[src/rtl/scan_ctrl4.sv]
`default_nettype none
// ============================================================================
// Module   : scan_ctrl4
// Brief    : Four-digit time-multiplexed scan controller with frame-latched
//            shadow buffer and blanking gap ahead of every digit.
// Revision : 1.0 - initial release
// ============================================================================
module scan_ctrl4 #(
    parameter int DIV    = 4,
    parameter int BLANK  = 1,
    parameter int DATA_W = 4
) (
    input  logic                  clk,
    input  logic                  rst,
    input  logic                  run,
    input  logic [4*DATA_W-1:0]   digits,
    output logic                  a,
    output logic                  b,
    output logic                  en,
    output logic [DATA_W-1:0]     digit_out,
    output logic                  frame_done
);

    localparam int c_MAXC = (DIV > BLANK) ? DIV : BLANK;
    localparam int c_CW   = $clog2(c_MAXC) + 1;

    localparam logic [1:0] c_IDLE  = 2'd0;
    localparam logic [1:0] c_BLANK = 2'd1;
    localparam logic [1:0] c_SHOW  = 2'd2;

    localparam logic [c_CW-1:0] c_BLANK_LAST = c_CW'(BLANK - 1);
    localparam logic [c_CW-1:0] c_DIV_LAST   = c_CW'(DIV - 1);

    logic [1:0]          r_state, w_state_nxt;
    logic [1:0]          r_index, w_index_nxt;
    logic [c_CW-1:0]     r_cnt,   w_cnt_nxt;
    logic [4*DATA_W-1:0] r_shadow, w_shadow_nxt;
    logic                r_en, r_done, w_done_nxt;
    logic [DATA_W-1:0]   r_digit, w_digit_sel;

    always_comb begin
        w_state_nxt  = r_state;
        w_index_nxt  = r_index;
        w_cnt_nxt    = r_cnt + 1'b1;
        w_shadow_nxt = r_shadow;
        w_done_nxt   = 1'b0;
        case (r_state)
            c_IDLE: begin
                w_cnt_nxt = '0;
                if (run) begin
                    w_shadow_nxt = digits;
                    w_index_nxt  = 2'd0;
                    w_state_nxt  = c_BLANK;
                end
            end
            c_BLANK: begin
                if (r_cnt == c_BLANK_LAST) begin
                    w_cnt_nxt   = '0;
                    w_state_nxt = c_SHOW;
                end
            end
            c_SHOW: begin
                if (r_cnt == c_DIV_LAST) begin
                    w_cnt_nxt = '0;
                    if (r_index != 2'd3) begin
                        w_index_nxt = r_index + 2'd1;
                        w_state_nxt = c_BLANK;
                    end else begin
                        w_done_nxt  = 1'b1;
                        // index returns to 0 on both paths so IDLE drives a=b=0
                        w_index_nxt = 2'd0;
                        if (run) begin
                            w_shadow_nxt = digits;
                            w_state_nxt  = c_BLANK;
                        end else begin
                            w_state_nxt  = c_IDLE;
                        end
                    end
                end
            end
            default: begin
                w_cnt_nxt   = '0;
                w_index_nxt = 2'd0;
                w_state_nxt = c_IDLE;
            end
        endcase
    end

    // Output registers are loaded from next-state values so they line up with the state
    always_comb begin
        w_digit_sel = '0;
        case (w_index_nxt)
            2'd0: w_digit_sel = w_shadow_nxt[0*DATA_W +: DATA_W];
            2'd1: w_digit_sel = w_shadow_nxt[1*DATA_W +: DATA_W];
            2'd2: w_digit_sel = w_shadow_nxt[2*DATA_W +: DATA_W];
            default: w_digit_sel = w_shadow_nxt[3*DATA_W +: DATA_W];
        endcase
    end

    always_ff @(posedge clk) begin
        if (rst) begin
            r_state  <= c_IDLE;
            r_index  <= 2'd0;
            r_cnt    <= '0;
            r_shadow <= '0;
            r_en     <= 1'b0;
            r_digit  <= '0;
            r_done   <= 1'b0;
        end else begin
            r_state  <= w_state_nxt;
            r_index  <= w_index_nxt;
            r_cnt    <= w_cnt_nxt;
            r_shadow <= w_shadow_nxt;
            r_en     <= (w_state_nxt == c_SHOW);
            r_digit  <= (w_state_nxt == c_SHOW) ? w_digit_sel : '0;
            r_done   <= w_done_nxt;
        end
    end

    assign a          = r_index[1];
    assign b          = r_index[0];
    assign en         = r_en;
    assign digit_out  = r_digit;
    assign frame_done = r_done;

endmodule
`default_nettype wire

[config.mk]
export PLATFORM = sky130hd
export DESIGN_NAME = scan_ctrl4
export DESIGN_NICKNAME = d
export VERILOG_FILES = /design/src/rtl/scan_ctrl4.sv
export SDC_FILE = /design/constraint.sdc
export NUM_CORES = 1
export LEC_CHECK = 0
export ABC_AREA = 0
export CELL_PAD_IN_SITES_DETAIL_PLACEMENT = 1
export CELL_PAD_IN_SITES_GLOBAL_PLACEMENT = 2
export CORE_MARGIN = 2
export CORE_UTILIZATION = 33
export DETAILED_ROUTE_END_ITERATION = 12
export PLACE_DENSITY_LB_ADDON = 0.05
export SETUP_SLACK_MARGIN = 0.1
export SLEW_MARGIN = 20
export SYNTH_ARGS = -nofsm -noshare
export SYNTH_HDL_FRONTEND = slang
export SYNTH_SLANG_ARGS = --single-unit
export TNS_END_PERCENT = 1
[constraint.sdc]
create_clock -name clk -period 5.7 [get_ports clk]
set_input_delay 1.425 -clock clk [delete_from_list [all_inputs] [get_ports clk]]
set_output_delay 1.425 -clock clk [all_outputs]
set_load 0.05 [all_outputs]
---- Yosys cells after proc, flatten, opt, wreduce, memory -nomap -nowiden ----
Index checks and enable logic that the tools add are counted.
word-level totals
  output and inout bits ................... 8
  flip-flop bits (word level) ............. 29
  logic and storage cells ................. 43
  input port bits ......................... 19
operators by class
  multiplexer cells ....................... 19
  add/sub/neg operators ................... 2
  eq/ne operators ......................... 7
  bitwise gates (word level) .............. 3
  reductions and logical operators ........ 5
operators by type and width
  cell                 number
  $mux 16              3
  $pmux 16 s2          1
  $mux 2               6
  $pmux 2 s3           2
  $pmux 4 s3           1
  $eq 2x2->1 const B   3
  $mux 3               2
  $pmux 3 s2           1
  $eq 2x1->1 const B   2
  $logic_not 2->1      2
  $add 3x1->3 const B  1
  $eq 3x2->1 const B   1
  $logic_not 3->1      1
  $mux 1               3
  $not 1->1            3
  $reduce_or 3->1      1
  $add 2x1->2 const B  1
  $ne 2x2->1 const B   1
  $reduce_or 2->1      1

---- Longest topological paths before layout ----
  depth after elaboration ................. 7
  depth in mapped cells ................... 8

---- Worst setup path before layout ----
OpenSTA, ideal clock, no wires.
  path kind ............................... input port to flip-flop
  start ................................... input run
  end ..................................... register r_digit[0] (netlist: digit_out[0])
  setup slack ............................. 3.118 ns
  arrival time ............................ 2.487 ns
  stages .................................. 5
  required time ........................... 5.605 ns
  cell sequence ........................... nor2b_2 -> o21ai_1 -> a2111oi_4 -> a22oi_1 -> a221oi_1
on the way
  cells in the longest elaborated chain, start to end .. 7
RTL lines
  item                              RTL line  RTL
  start, declared                   15        input logic run,
  $mux 1                            72        if (run) begin
  $mux 1                            65        if (r_index != 2'd3) begin
  $mux 2                            63        if (r_cnt == c_DIV_LAST) begin
  $pmux 2 s3                        47        case (r_state)
  $eq 2x2->1                        115       r_digit <= (w_state_nxt == c_SHOW) ? w_digit_sel : '0;
  $not 1->1 (no source line)        -
  $reduce_or 2->1 (no source line)  -
  end signal, assigned              115
  end, declared                     39        logic [DATA_W-1:0] r_digit, w_digit_sel;
Several ways; a longest one is shown, not always the timed one.
A chain may end at the register's enable or synchronous reset.

---- Worst setup path in the final report ----
  start ................................... input rst
  end ..................................... register r_digit[0] (netlist: digit_out[0])
on the way
  cells in the longest elaborated chain, start to end .. 1
RTL lines
  item                              RTL line  RTL
  start, declared                   14        input logic rst,
  $reduce_or 2->1 (no source line)  -
No other way between the ends.

==> run summary <==
average wire per standard cell: 15.9 um
crit path kind: input pin to flip-flop
final instance area: 1750 um^2
Worst-path clk slew: 0.06 ns
delay-heaviest family, CP: buffers and inverters
Worst setup SP type: input pin
Logic pwr share: 18.9%
fill count: 448
met1 wire length: 1.81 mm
clock tree buffer depth: 2
area leader, netlist: dfxtp_1
Yosys top cell area share: 42.1%
Worst EP arrival: 3.31 ns
final period utilization: 55.1%
Post-synth top cells: dfxtp_1 (29), nor2b_1 (13), nor2_1 (12)
sequential area share after synthesis: 42.1%
main flop type after synthesis: dfxtp_1
Syn-to-layout area delta: 26.9%
internal power: 0.000334 W
met2 wire length: 1.41 mm
max layer used: met4
Clk Latency, worst-skew pair: 0.27 ns
Post-synth EDFFs: 0
Ys Warns: 0
CP Max Fanout: 22
max-cap violation count: 0
worst rel slew slack: 45.1%
RSZ-0062 raised after global routing: false
clock root cell: clkbuf_8
most frequent cell after synthesis: dfxtp_1
1st-iter DRT viols: 37
# diodes: 0
crit end category: flip-flop
TritonCTS Buffers: 5
total gr overflow: 0
DRC: 0
die outline width: 68.6 um
core area: 4000 um^2
Placed Cells incl. Taps: 210
# IOs: 27
Critical Path RT: 5.87 ns
Area contributors post-synth: dfxtp_1 (42%), ha_1 (8.2%), a22o_1 (6.4%), nor2b_1 (5.9%), a22oi_1 (4.9%)
via count: 1,145
P_leak: 0.651 nW
Power Dens Cells: 261 nW/um^2
metal3 WL: 157 um
Buf/Inv on CP: 1
Pins Over Slew Limit: 0
initial antenna violation count: 0
DRT Wirelength: 3.43 mm
GR Util All Layers: 16.8%
largest net degree at the start of global routing: 23
syn_area_per_cell: 9.85 um^2
final clock skew: 0.00300 ns
chip height: 68.6 um
Rows: 23
cells after synthesis: 140
Clock Sinks: 29
layout cells sized above 1: 8.43%
CP cell instances: clkdlybuf4s50_1, nor4_1, or2b_1, a221oi_1
TritonRoute pass-1 iters: 4
die area: 4710 um^2
status: completed
Post-synth ARST share: 0%
Unique masters post-synth: 39
Tmin final: 3.14 ns
Sw Share: 26.8%
VDD IR max: 0.138 mV
final net count: 195
hold crit path type: flip-flop to flip-flop
global-route wire length before repair: 5.72 mm
Max H-tree Level: 2
vias per cell: 5.30
# hold bufs at CTS: 0
Worst Tran Pin Value: 0.821 ns
Initial Util: 34.5%
Setup Fix Bufs, Post-CTS: 0
Sequential Power Share: 48.2%
Crit-path slowest cell: clkdlybuf4s50_1
syn nets: 168
post-synthesis cell area: 1380 um^2
vias in the first global route: 1,139
number of routed nets with antenna violations: 0
final hold violation count: 0
GPL Wtd Cong: 0.726
FMAX: 0.319 GHz
CTS tree: built
Final TNS setup: 0 ns
Clk pwr share: 32.9%
post-cts resize count: 0
DP HPWL: 2.55 mm
setup violators final: 0
CP max stage delay: 0.83 ns
Placed Area: 1680 um^2
fin cells: 216
Seq cells post-synth: 29
Port-buffer cells: 26
Sw Pwr: 0.000122 W
## final timing paths
kind	start	endpoint	slack [ns]	cells after the start
worst max-delay path	rst	digit_out[0]$_SDFF_PP0_	2.56	4
worst min-delay path	r_cnt[0]$_SDFF_PP0_	r_cnt[0]$_SDFF_PP0_	0.46	1
worst max register to register	r_state[0]$_SDFF_PP0_	digit_out[3]$_SDFF_PP0_	3.10	7
worst min register to register	r_cnt[0]$_SDFF_PP0_	r_cnt[0]$_SDFF_PP0_	0.46	1
## layer usage
layer | GRT usage [%] | up-vias
li1 | - | 564
met1 | 24.5 | 552
met3 | 4.87 | 6
met2 | 23.4 | 23
met4 | 5.25 | 0
met5 | 0 | -
## cell type report
class | count | area [um^2] | area share [%]
clock buffers | 5 | 68.8 | 3.93
clock inverters | 1 | 5.00 | 0.286
inverters | 7 | 26.3 | 1.50
multi-input cells | 98 | 746 | 42.6
flip-flops and latches | 29 | 581 | 33.2
well taps | 50 | 62.6 | 3.58
repair buffers | 26 | 260 | 14.9
## flip-flops by register name (all words and copies together) (netlist names)
register and flops:
r_cnt 3, digit_out 4, r_state 2, en 1
frame_done 1, r_index 2, r_shadow 16
## power by group through the flow
stage / clock, W / sequential [W] / combinational (W)
final: 0.000150 / 0.000220 / 0.0000861
after CTS: 0.000157 / 0.000220 / 0.0000866
after global routing: 0.000168 / 0.000221 / 0.0000945
after global placement: 0 / 0.000224 / 0.0000849
after detailed placement: 0 / 0.000224 / 0.0000858
after floorplan: 0 / 0.000226 / 0.0000530
## per-stage QoR
step / setup slack, ns / total power [W] / util, % / hold slack [ns]
after floorplan: 3.12 / 0.000279 / - / 0.429
after CTS: 2.53 / 0.000463 / 43.7 / 0.473
after detailed placement: 2.24 / 0.000310 / 41.9 / 0.467
after global routing: 2.34 / 0.000484 / 43.7 / 0.510
final: 2.56 / 0.000456 / 43.7 / 0.465
after global placement: 2.35 / 0.000309 / 41.9 / 0.440
## layout by cell type, fill, tap and decap left out, types with 2 or more instances in the layout
cell type,Yosys,final
nor2b_1,13,13
nand2_1,2,2
a31oi_1,2,2
nor3b_1,2,2
inv_1,7,7
nor3_1,3,3
a221oi_1,3,3
nor2_1,12,12
a22o_1,10,10
nand2b_1,2,2
o21ai_0,5,5
and2_1,2,2
ha_1,9,9
a22oi_1,9,9
a21oi_1,3,3
clkbuf_8,0,5
dfxtp_1,29,29
clkdlybuf4s50_1,0,26
## cells by family after synthesis
family / share of synthesized area [%]
DFF: 42.1
and+or+nand+nor: 17.1
adders and majority gates: 8.17
AOI/OAI and AO/OA: 28.1
buffers and inverters: 3.81
muxes: 0.726
(Power assumes the default switching activity.)
